`config.mk`:
```
export PLATFORM = sky130hd
export DESIGN_NAME = tuple_sum_ctrl_flat
export DESIGN_NICKNAME = d
export VERILOG_FILES = /design/src/rtl/tuple_sum_ctrl_if.sv /design/src/rtl/tuple_sum_ctrl.sv /design/src/flat_wrapper.sv
export SDC_FILE = /design/constraint.sdc
export NUM_CORES = 1
export LEC_CHECK = 0
export BUFFER_PORTS_ARGS = -buffer_cell sky130_fd_sc_hd__buf_2
export CAP_MARGIN = 25
export CORE_MARGIN = 1.5
export CORE_UTILIZATION = 30
export CTS_CLUSTER_SIZE = 12
export DETAILED_ROUTE_END_ITERATION = 8
export PLACE_DENSITY = 0.54
export SYNTH_ARGS = -nofsm -noshare
export SYNTH_HDL_FRONTEND = slang
export SYNTH_SLANG_ARGS = --single-unit
```
`constraint.sdc`:
```
create_clock -name clk -period 7.5 [get_ports clk]
set_clock_uncertainty 0.15 [all_clocks]
set_input_delay 0 -clock clk [delete_from_list [all_inputs] [get_ports clk]]
set_output_delay 0 -clock clk [all_outputs]
set_load 0.05 [all_outputs]
```
`src/rtl/tuple_sum_ctrl_if.sv`:
```
// ROM bus between the pair-search sequencer and the value ROM.
// The ROM answers combinationally from rom_addr/rom_cs.
interface tuple_sum_ctrl_if #(
  parameter int AW = 8,
  parameter int DW = 8
);
  logic [AW-1:0] rom_addr;
  logic          rom_cs;
  logic [DW-1:0] rom_dout;

  modport master (
    output rom_addr,
    output rom_cs,
    input  rom_dout
  );

  modport slave (
    input  rom_addr,
    input  rom_cs,
    output rom_dout
  );
endinterface

```
`src/rtl/tuple_sum_ctrl.sv`:
```
// Exhaustive pair search over ROM[0..N-1]: reports every i<j
// whose signed sum equals the latched target.
module tuple_sum_ctrl #(
  parameter int N  = 8,
  parameter int DW = 8,
  parameter int AW = 8,
  parameter int CW = 8
) (
  input  logic          clk,
  input  logic          rst_n,
  input  logic          start,
  input  logic [DW-1:0] target,
  tuple_sum_ctrl_if.master rom,
  output logic          busy,
  output logic          done,
  output logic          match_valid,
  output logic [AW-1:0] match_i,
  output logic [AW-1:0] match_j,
  output logic [CW-1:0] match_count
);

  typedef enum logic [1:0] {
    IDLE,
    LOAD,
    SCAN,
    DONE
  } state_t;

  localparam logic [AW-1:0] LAST   = AW'(N - 1);
  localparam logic [AW-1:0] PENULT = AW'(N - 2);
  localparam logic [CW-1:0] CMAX   = {CW{1'b1}};

  state_t        state;
  state_t        state_nxt;
  logic [AW-1:0] i;
  logic [AW-1:0] i_nxt;
  logic [AW-1:0] j;
  logic [AW-1:0] j_nxt;
  logic [DW-1:0] a_reg;
  logic [DW-1:0] a_nxt;
  logic [DW-1:0] target_reg;
  logic [DW-1:0] tgt_nxt;
  logic          clr_count;

  logic [DW:0]   sum;
  logic [DW:0]   tgt_ext;
  logic          hit;

  // One extra bit keeps e.g. -128 + -128 from aliasing onto 0.
  assign sum     = {a_reg[DW-1], a_reg}
                 + {rom.rom_dout[DW-1], rom.rom_dout};
  assign tgt_ext = {target_reg[DW-1], target_reg};
  assign hit     = (state == SCAN) && (sum == tgt_ext);

  always_comb begin
    state_nxt    = state;
    i_nxt        = i;
    j_nxt        = j;
    a_nxt        = a_reg;
    tgt_nxt      = target_reg;
    clr_count    = 1'b0;
    rom.rom_cs   = 1'b0;
    rom.rom_addr = '0;
    busy         = 1'b0;
    done         = 1'b0;
    unique case (state)
      IDLE: begin
        if (start) begin
          tgt_nxt   = target;
          i_nxt     = '0;
          clr_count = 1'b1;
          state_nxt = LOAD;
        end
      end
      LOAD: begin
        rom.rom_cs   = 1'b1;
        rom.rom_addr = i;
        busy         = 1'b1;
        a_nxt        = rom.rom_dout;
        j_nxt        = i + AW'(1);
        state_nxt    = SCAN;
      end
      SCAN: begin
        rom.rom_cs   = 1'b1;
        rom.rom_addr = j;
        busy         = 1'b1;
        if (j == LAST) begin
          if (i == PENULT) begin
            state_nxt = DONE;
          end else begin
            i_nxt     = i + AW'(1);
            state_nxt = LOAD;
          end
        end else begin
          j_nxt = j + AW'(1);
        end
      end
      DONE: begin
        done      = 1'b1;
        state_nxt = IDLE;
      end
      default: state_nxt = IDLE;
    endcase
  end

  always_ff @(posedge clk or negedge rst_n) begin
    if (!rst_n) begin
      state      <= IDLE;
      i          <= '0;
      j          <= '0;
      a_reg      <= '0;
      target_reg <= '0;
    end else begin
      state      <= state_nxt;
      i          <= i_nxt;
      j          <= j_nxt;
      a_reg      <= a_nxt;
      target_reg <= tgt_nxt;
    end
  end

  always_ff @(posedge clk or negedge rst_n) begin
    if (!rst_n) begin
      match_valid <= 1'b0;
      match_i     <= '0;
      match_j     <= '0;
      match_count <= '0;
    end else begin
      match_valid <= hit;
      if (hit) begin
        match_i <= i;
        match_j <= j;
      end
      if (clr_count) begin
        match_count <= '0;
      end else if (hit && (match_count != CMAX)) begin
        match_count <= match_count + CW'(1);
      end
    end
  end

endmodule

```
`src/flat_wrapper.sv`:
```
// flat-port wrapper written by rule: the top's interface ports become plain ports
module tuple_sum_ctrl_flat 
#(
  parameter int N  = 8,
  parameter int DW = 8,
  parameter int AW = 8,
  parameter int CW = 8
)
  (clk, rst_n, start, target, busy, done, match_valid, match_i, match_j, match_count, rom_rom_addr, rom_rom_cs, rom_rom_dout);
  tuple_sum_ctrl_if #(.AW(AW), .DW(DW)) rom_i ();
  input  logic clk;
  input  logic rst_n;
  input  logic start;
  input  logic [DW-1:0] target;
  output logic busy;
  output logic done;
  output logic match_valid;
  output logic [AW-1:0] match_i;
  output logic [AW-1:0] match_j;
  output logic [CW-1:0] match_count;
  output wire logic [$bits(rom_i.rom_addr)-1:0] rom_rom_addr;
  output wire logic [$bits(rom_i.rom_cs)-1:0] rom_rom_cs;
  input wire logic [$bits(rom_i.rom_dout)-1:0] rom_rom_dout;
  assign rom_rom_addr = rom_i.rom_addr;
  assign rom_rom_cs = rom_i.rom_cs;
  assign rom_i.rom_dout = rom_rom_dout;
  tuple_sum_ctrl #(.N(N), .DW(DW), .AW(AW), .CW(CW)) u_core (.clk(clk), .rst_n(rst_n), .start(start), .target(target), .rom(rom_i), .busy(busy), .done(done), .match_valid(match_valid), .match_i(match_i), .match_j(match_j), .match_count(match_count));
endmodule
```
==> results.yml, run 1 <==
floorplan:
  design.portCount: 55
  design.core.area_um2: 11320
  design.die.area_um2: 12200
  die_w_um: 110.4
  std_cell_rows: 39
  start_util: 0.3059
  die_h_um: 110.4
hold_path:
  min_path_type: "in -> async"
critical_path:
  crit_path_end_kind: "register"
  cp.arrival_ns: 3.09
  path_max_fanout: 17
  cp.required_ns: 7.56
  critPathKind: "reg -> reg"
  cp-start-kind: "register"
  crit_start: "u_core.a_reg[0]$_DFFE_PN0P_"
  reg2reg_from: "u_core.a_reg[0]$_DFFE_PN0P_"
cts:
  clock_sinks: 59
  root_buffer: "clkbuf_16"
  cts_buffers: 9
  h-tree-depth: 3
  clk_pin_slew_ns: 0.05
  cts_tree: "done"
  cts_buffer_depth: 2
  clock_latency_ns: 0.33
sta:
  period_share: 0.4046
  fmaxAchievable_mhz: 329.5
  rsz0062_at_grt: "no"
  slew_violations: 0
  relSlewSlack: 0.4842
  hold_viol: 0
  tightest_slew_ns: 0.7737
  finalSetupViolCount: 0
  period_minus_slack_ns: 3.035
  fin_ws_ns: 4.465
  finalSetupTns_ns: 0
drt:
  first_iter_violations: 110
  firstDrtPassIters: 4
  wl_um: 8057
  via_per_inst: 5.095
  antenna_left: 0
  wl_per_cell_um: 14.70
  via_count: 2792
  remaining_drc_errors: 0
finish:
  final_common_cell: "dfrtp_1"
  fillers: 1145
  final_cells: 548
  final_core_util: 0.3845
  drive_gt1_frac: 0.2963
  final_area_um2: 4353
  final_cell_mix: "dfrtp_1 (59), buf_2 (54), mux2_2 (32)"
  final_nets: 436
  area_growth_pct: 25.69
  diodes: 0
pwr:
  ir_drop_uv: 189.3
  power_density_nw_per_um2: 396.4
  p_leak_nw: 2.054
synth:
  ys_async_sr_fraction: 1.000
  synth_seq_cells: 59
  synthFlopType: "dfrtp_1"
  avgSynthCellArea_um2: 10.56
  ys_seq_area_frac: 0.4263
  synth_cell_type_count: 58
  synth-edff-count: 0
  syn_area_um2: 3463
  ys_warn_count: 0
  synthCells: 328
  synth_nets: 364
global_route:
  grt_max_degree: 60
  grt_usage: 0.1383
  grt_overflow: 0
  grt_pass1_vias: 2693
  grt_pass1_wl_um: 13540
  antenna_found_initial: 0
run:
  maxCapViolCount: 0
placement:
  dp_hpwl_um: 5493
  io_buffer_count: 54
  post_dp_cell_area_um2: 3831
  dp_slack_ns: 4.497
  dp.cells: 513
  finalWeightedCongestion: 0.8478
outcome:
  status: "finished, final reports clean"
[worst max-delay path: stages (launching register included)]
cell and delay [ns]:
dfrtp_1 0.37, ha_1 0.21, fa_1 0.44, a21oi_1 0.22
o221ai_1 0.15, nand2_1 0.10, nand2_1 0.06, mux2i_2 0.54
nand2_4 0.31, mux2_2 0.35
[metrics by stage]
stage / hold slack (ns) / power, mW
detailed placement: 0.07427 / 1.275
global placement: 0.07130 / 1.266
global route: 0.3024 / 1.839
floorplan: -0.4456 / 1.133
CTS: 0.2612 / 1.720
finish: 0.2094 / 1.726
[cells by family (layout without fill, tap and decap cells)]
logic type,Yosys count,count (layout),synth area share
AO/OA/AOI/OAI,75,75,0.1470
adder cells (fa/ha/maj),17,17,0.06358
multiplexers,36,36,0.1167
XOR/XNOR,19,19,0.04805
AND/OR/NAND/NOR,96,96,0.1575
flip-flops,59,59,0.4263
buffers and inverters,26,103,0.04082
[where the power goes]
group	leakage [nW]	total [mW]	internal [mW]	switching, mW
Combinational	1.13	0.802	0.329	0.474
Clock	0.155	0.429	0.283	0.146
Sequential	0.769	0.495	0.405	0.0897
Total	2.05	1.73	1.02	0.709
[Yosys cell counts, drive strengths merged, types with 2 or more instances]
cell type	n	share of area
a21oi	17	0.025
nand4	6	0.011
a22oi	7	0.015
nand3	16	0.023
nor3	3	0.0043
xnor2	11	0.028
nand2b	5	0.0090
buf	7	0.016
o21a	2	0.0043
a31o	3	0.0076
and3	11	0.020
o31ai	2	0.0043
nor2	15	0.018
a21boi	2	0.0043
o221ai	2	0.0051
a31oi	4	0.0072
a21o	3	0.0065
dfrtp	59	0.43
o22ai	2	0.0036
nor2b	8	0.014
a211oi	2	0.0043
nor3b	2	0.0058
mux2i	4	0.013
clkbuf	6	0.0094
xor2	8	0.020
inv	12	0.013
nor4b	3	0.0076
o21ai	20	0.030
ha	16	0.058
nand2	20	0.026
o22a	3	0.0076
mux2	32	0.10
[path summary, 6_finish.rpt]
kind	endpoint	slack (ns)	cells past startpoint
max	u_core.match_j[0]$_DFFE_PN0P_	4.47	9
min	u_core.a_reg[0]$_DFFE_PN0P_	0.21	3
max reg2reg	u_core.match_j[0]$_DFFE_PN0P_	4.47	9
min reg2reg	u_core.match_j[5]$_DFFE_PN0P_	0.35	1
max in group asynchronous	u_core.j[4]$_DFFE_PN0P_	6.46	3
min in group clk	u_core.target_reg[4]$_DFFE_PN0P_	0.29	3
[metal layers]
metal / track usage / vias up / wire (um)
li1: - / 1343 / -
met3: 0.03842 / 12 / 360
met5: 0 / - / 0
met1: 0.1856 / 1368 / 3904
met2: 0.2091 / 69 / 3626
met4: 0.05897 / 0 / 165
[timing repair]
| action | 4_1_cts | 5_1_grt |
|---|---|---|
| resized for setup | 0 | 0 |
| hold buffers | 18 | 0 |
| setup buffers | 0 | 0 |
| hold endpoints to repair | 79 | 0 |
[cell type report]
cell class	count	area, um2	area share
tap	143	178.9	0.04110
inverter	12	45.04	0.01035
clock buffer	12	266.5	0.06122
sequential	59	1476	0.3392
timing repair buffer	75	493.0	0.1133
multi-input combinational	243	1846	0.4240
clock inverter	4	47.55	0.01092
No activity file was read; power rests on OpenSTA's default activity.
==> run 2, diff against run 1 <==
--- a/config.mk
+++ b/config.mk
@@ -5,13 +5,14 @@
 export SDC_FILE = /design/constraint.sdc
 export NUM_CORES = 1
 export LEC_CHECK = 0
+export ABC_AREA = 1
 export BUFFER_PORTS_ARGS = -buffer_cell sky130_fd_sc_hd__buf_2
 export CAP_MARGIN = 25
 export CORE_MARGIN = 1.5
 export CORE_UTILIZATION = 30
 export CTS_CLUSTER_SIZE = 12
 export DETAILED_ROUTE_END_ITERATION = 8
-export PLACE_DENSITY = 0.54
+export PLACE_DENSITY = 0.55
 export SYNTH_ARGS = -nofsm -noshare
 export SYNTH_HDL_FRONTEND = slang
 export SYNTH_SLANG_ARGS = --single-unit
==> constraint.sdc (replaced) <==
create_clock -name clk -period 2.6 [get_ports clk]
set_clock_uncertainty 0.15 [all_clocks]
set_input_delay 0 -clock clk [delete_from_list [all_inputs] [get_ports clk]]
set_output_delay 0 -clock clk [all_outputs]
set_load 0.05 [all_outputs]
==> results.yml, run 2 <==
outcome:
  status: "finished with violations"
  failed_checks: "DRC"
critical_path:
  timing.rr.end: "u_core.match_count[0]$_DFFE_PN0P_"
  reg2reg_from: "u_core.a_reg[0]$_DFFE_PN0P_"
  cp.required_ns: 2.67
  path_max_fanout: 5
  crit_path_end_kind: "register"
  reg2reg_depth: 14
  critPathKind: "reg -> reg"
  rrSetupSlack_ns: 0.11
  cp-start-kind: "register"
  cp.arrival_ns: 2.56
drt:
  via_count: 3280
  antenna_left: 0
  wl_um: 9131
  firstDrtPassIters: 7
  remaining_drc_errors: 6
  wl_per_cell_um: 13.08
  via_per_inst: 4.699
  first_iter_violations: 136
synth:
  syn_area_um2: 3568
  synth.largest_area_cell: "dfrtp_1"
  synth-edff-count: 0
  ys_warn_count: 0
  ys_async_sr_fraction: 1.000
  synthCells: 469
  synthTopCellsByArea: "dfrtp_1 (41%), nand2_1 (15%), inv_1 (6.3%)"
  synthFlopType: "dfrtp_1"
  yosysMostFrequentCell: "nand2_1"
  synth_cell_type_count: 34
  synthTopCellsByCount: "nand2_1 (141), inv_1 (60), dfrtp_1 (59)"
  synth_nets: 505
  ys_seq_area_frac: 0.4137
  avgSynthCellArea_um2: 7.609
  synth_top_area_frac: 0.4137
  synth_seq_cells: 59
placement:
  dp_slack_ns: 0.04379
  finalWeightedCongestion: 0.8058
  post_dp_cell_area_um2: 3985
  io_buffer_count: 54
  dp_hpwl_um: 6382
global_route:
  grt_overflow: 0
  grt_usage: 0.1508
  antenna_found_initial: 0
  grt_max_degree: 60
  grt_pass1_wl_um: 15310
  grt_pass1_vias: 3199
finish:
  final_common_cell: "nand2_1"
  final_area_um2: 4589
  final_nets: 586
  fillers: 1181
  drive_gt1_frac: 0.2126
  diodes: 0
  area_growth_pct: 28.61
  final_cell_mix: "nand2_1 (140), inv_1 (60), dfrtp_1 (59)"
cts:
  cts_buffer_depth: 2
  clk_pin_slew_ns: 0.06
  cts_tree: "done"
  clock_latency_ns: 0.34
  cts_buffers: 9
  clock_sinks: 59
  root_buffer: "clkbuf_16"
  h-tree-depth: 3
pwr:
  switchingPower_mw: 2.035
  ir_drop_uv: 447.5
  p_leak_nw: 2.406
  p_seq_frac: 0.273
  power_density_nw_per_um2: 1039
  internal_power_mw: 2.732
  power_mw: 4.767
  comb_power_share: 0.437
  power_frac_clock: 0.290
  swShare: 0.4269
sta:
  fmaxAchievable_mhz: 401.3
  hold_viol: 0
  period_share: 0.9584
  tightest_slew_ns: 0.9977
  finalSetupViolCount: 0
  fin_ws_ns: 0.1080
  slew_violations: 0
  relSlewSlack: 0.3304
  period_minus_slack_ns: 2.492
  rsz0062_at_grt: "yes"
floorplan:
  design.die.area_um2: 12560
  std_cell_rows: 39
  die_h_um: 112.1
  design.core.area_um2: 11520
  design.portCount: 55
  start_util: 0.3099
  die_w_um: 112.1
hold_path:
  min_path_type: "in -> async"
run:
  maxCapViolCount: 0
## run 2: layout make-up
| class | count | area [um2] | share of cell area |
|---|---|---|---|
| well taps | 143 | 178.9 | 0.03899 |
| clock inverters | 5 | 100.1 | 0.02181 |
| clock buffers | 11 | 242.7 | 0.05289 |
| inverters | 66 | 252.7 | 0.05507 |
| multi-input cells | 335 | 1836 | 0.3999 |
| flip-flops and latches | 59 | 1476 | 0.3217 |
| repair buffers | 79 | 503.0 | 0.1096 |
## run 2: kinds of logic after synthesis
kind of cell / count (synthesis) / synth area share
xor gates and xnor gates: 11 / 0.02700
and+or+nand+nor: 238 / 0.2907
DFF: 59 / 0.4137
muxes: 1 / 0.003155
buffers and inverters: 78 / 0.09116
adders and majority gates: 17 / 0.06171
AOI/OAI and AO/OA: 65 / 0.1126
## run 2: critical path, stage by stage (launching register included)
cell and delay (ns):
dfrtp_1 0.39, ha_2 0.20, fa_1 0.40, nand2_2 0.11
nand2_2 0.09, nand3_2 0.09, nand2_1 0.07, nand2_1 0.08
nand2_1 0.05, nand2_1 0.07, nand3_2 0.11, nand2_4 0.20
nand3_4 0.14, o21ai_0 0.18, nor2_1 0.05
## run 2: how the worst max path moves through the flow
| stage | startpoint | endpoint | slack (ns) | cells past startpoint |
|---|---|---|---|---|
| after floorplan | u_core.a_reg[0]$_DFFE_PN0P_ | u_core.match_i[0]$_DFFE_PN0P_ | 0.36 | 15 |
| after global placement | u_core.a_reg[0]$_DFFE_PN0P_ | u_core.match_count[1]$_DFFE_PN0P_ | 0.13 | 14 |
| after detailed placement | u_core.a_reg[0]$_DFFE_PN0P_ | u_core.match_count[1]$_DFFE_PN0P_ | 0.04 | 15 |
| after CTS | u_core.a_reg[0]$_DFFE_PN0P_ | u_core.match_count[1]$_DFFE_PN0P_ | 0.07 | 15 |
| after global routing | u_core.a_reg[0]$_DFFE_PN0P_ | u_core.match_count[4]$_DFFE_PN0P_ | -0.12 | 15 |
| final | u_core.a_reg[0]$_DFFE_PN0P_ | u_core.match_count[0]$_DFFE_PN0P_ | 0.11 | 14 |
## run 2: metrics by stage
| step | util | setup TNS, ns | instances | hold slack, ns |
|---|---|---|---|---|
| 3_5_place_dp | 0.3460 | 0 | 660 | 0.07704 |
| 3_3_place_gp | 0.3460 | 0 | 660 | 0.05809 |
| 2_1_floorplan | - | 0 | 469 | -0.4456 |
| 5_1_grt | 0.3985 | -1.612 | 698 | 0.3039 |
| 6_report | 0.3985 | 0 | 698 | 0.2033 |
| 4_1_cts | 0.3922 | 0 | 694 | 0.2635 |
## run 2: timing repair
action                                  in CTS  in global routing
endpoints found under the hold margin       76                  0
hold buffers                                18                  0
setup buffers                                0                  1
cloned                                       0                  3
resized for setup                            1                 11
endpoints found under the setup margin       1                 24
pin swaps                                    0                 10
## run 2: metal layers
metal	routed length (um)	vias to the layer above	track usage
li1	-	1659	-
met1	4312	1541	0.1956
met2	4314	69	0.2502
met3	385	11	0.04050
met4	119	0	0.04135
met5	0	-	0
## run 2: power by group through the flow
stage	clock, mW	combinational [mW]	sequential, mW
after floorplan	0	1.58	1.29
after global placement	0	1.98	1.30
after detailed placement	0	2.02	1.31
after CTS	1.41	2.06	1.30
after global routing	1.45	2.38	1.33
final	1.38	2.08	1.30
==> run 3, diff against run 2 <==
--- a/config.mk
+++ b/config.mk
@@ -9,10 +9,10 @@
 export BUFFER_PORTS_ARGS = -buffer_cell sky130_fd_sc_hd__buf_2
 export CAP_MARGIN = 25
 export CORE_MARGIN = 1.5
-export CORE_UTILIZATION = 30
+export CORE_UTILIZATION = 50
 export CTS_CLUSTER_SIZE = 12
 export DETAILED_ROUTE_END_ITERATION = 8
-export PLACE_DENSITY = 0.55
+export PLACE_DENSITY = 0.8
 export SYNTH_ARGS = -nofsm -noshare
 export SYNTH_HDL_FRONTEND = slang
 export SYNTH_SLANG_ARGS = --single-unit
==> results.yml, run 3 (synthesis results as in run 2) <==
drt:
  firstDrtPassIters: 5
  wl_per_cell_um: 13.97
  antenna_left: 0
  first_iter_violations: 209
  remaining_drc_errors: 0
  via_count: 3396
  wl_um: 9066
  via_per_inst: 5.233
pwr:
  power_density_nw_per_um2: 997.2
  p_leak_nw: 2.337
  ir_drop_uv: 896.5
sta:
  hold_ws_ns: 0.1834
  period_minus_slack_ns: 2.555
  hold_viol: 0
  period_share: 0.9829
  finalSetupViolCount: 0
  fin_ws_ns: 0.04452
  slew_violations: 0
  fmaxAchievable_mhz: 391.3
  relSlewSlack: 0.4994
  tightest_slew_ns: 0.7509
cts:
  cts_buffers: 9
  cts_buffer_depth: 2
  clock_sinks: 59
  clk_pin_slew_ns: 0.06
  cts_tree: "done"
  root_buffer: "clkbuf_8"
  clock_latency_ns: 0.34
  h-tree-depth: 3
floorplan:
  die_h_um: 87.48
  start_util: 0.5223
  die_w_um: 87.48
  design.die.area_um2: 7653
  design.portCount: 55
  design.core.area_um2: 6832
  std_cell_rows: 30
global_route:
  grt_usage: 0.2461
  grt_pass1_vias: 3253
  grt_overflow: 0
  antenna_found_initial: 0
  grt_pass1_wl_um: 14590
  grt_max_degree: 60
critical_path:
  reg2reg_depth: 14
  rrSetupSlack_ns: 0.04
  reg2reg_from: "u_core.a_reg[0]$_DFFE_PN0P_"
  cp-start-kind: "register"
  endpoint: "u_core.match_count[6]$_DFFE_PN0P_"
  crit_path_end_kind: "register"
  cp.arrival_ns: 2.67
  cp.required_ns: 2.72
  critPathKind: "reg -> reg"
  path_max_fanout: 5
  timing.rr.end: "u_core.match_count[6]$_DFFE_PN0P_"
  crit_start: "u_core.a_reg[0]$_DFFE_PN0P_"
run:
  maxCapViolCount: 0
hold_path:
  min_path_type: "in -> async"
placement:
  io_buffer_count: 54
  dp_slack_ns: -0.01278
  dp.cells: 613
  finalWeightedCongestion: 0.9134
  dp_hpwl_um: 6014
finish:
  drive_gt1_frac: 0.2007
  area_growth_pct: 23.07
  diodes: 0
  final_cells: 649
  final_nets: 586
  final_cell_mix: "nand2_1 (140), inv_1 (60), dfrtp_1 (59)"
  final_common_cell: "nand2_1"
outcome:
  status: "finished, final reports clean"
## run 3: per-stage QoR
stage	TNS, ns	util	cell area (um2)	total power, mW
detailed placement	-0.01278	0.5747	3926	3.317
global route	-0.01691	0.6429	4392	4.698
global placement	0	0.5747	3926	3.237
CTS	0	0.6339	4330	4.313
finish	0	0.6429	4392	4.379
floorplan	0	-	3568	2.865
## run 3: worst min path at each step
| stage | startpoint | to | slack, ns | depth (start not counted) |
|---|---|---|---|---|
| detailed placement | rst_n | u_core.a_reg[3]$_DFFE_PN0P_ | 0.06 | 2 |
| global route | rom_rom_dout[4] | u_core.a_reg[4]$_DFFE_PN0P_ | 0.30 | 4 |
| floorplan | rst_n | u_core.a_reg[0]$_DFFE_PN0P_ | -0.45 | 0 |
| global placement | rst_n | u_core.a_reg[3]$_DFFE_PN0P_ | 0.05 | 2 |
| finish | rst_n | u_core.a_reg[3]$_DFFE_PN0P_ | 0.18 | 3 |
| CTS | rst_n | u_core.a_reg[3]$_DFFE_PN0P_ | 0.23 | 3 |
## run 3: power by group
part	switching, mW	internal [mW]
sequential	0.179	1.13
combinational	1.47	0.657
clock	0.361	0.582
total	2.01	2.37
## run 3: what timing repair did
item,4_1_cts,5_1_grt
setup buffers,0,2
resized for setup,1,6
hold buffers,18,0
endpoints found under the hold margin,76,0
pin swaps,0,5
cloned,0,2
setup endpoints to repair,1,24
## run 3: layer usage
layer	up-vias	track usage	wire length, um
met5	-	0	0
met4	0	0.1140	257
met3	28	0.04265	445
met2	124	0.3972	4350
met1	1596	0.3217	4014
li1	1648	-	-
## run 3: worst max-delay path: stages (launching register included)
cell and delay, ns:
dfrtp_1 0.39, ha_2 0.20, fa_2 0.54, nand2_1 0.06, nand2_1 0.10, nand3_1 0.08
nor2_1 0.11, nand3_1 0.09, nor2_2 0.11, nand2_2 0.11, clkinv_4 0.11, nand3_4 0.11
nor2_1 0.14, nor2_1 0.07, nor2_1 0.12
## run 3: area by class of cell
type | instances | area, um2
clock inverters | 2 | 60.06
multi-input cells | 334 | 1804
flip-flops and latches | 59 | 1476
clock buffers | 12 | 155.1
inverters | 66 | 252.7
repair buffers | 80 | 523.0
fillers | 593 | 2440
well taps | 96 | 120.1
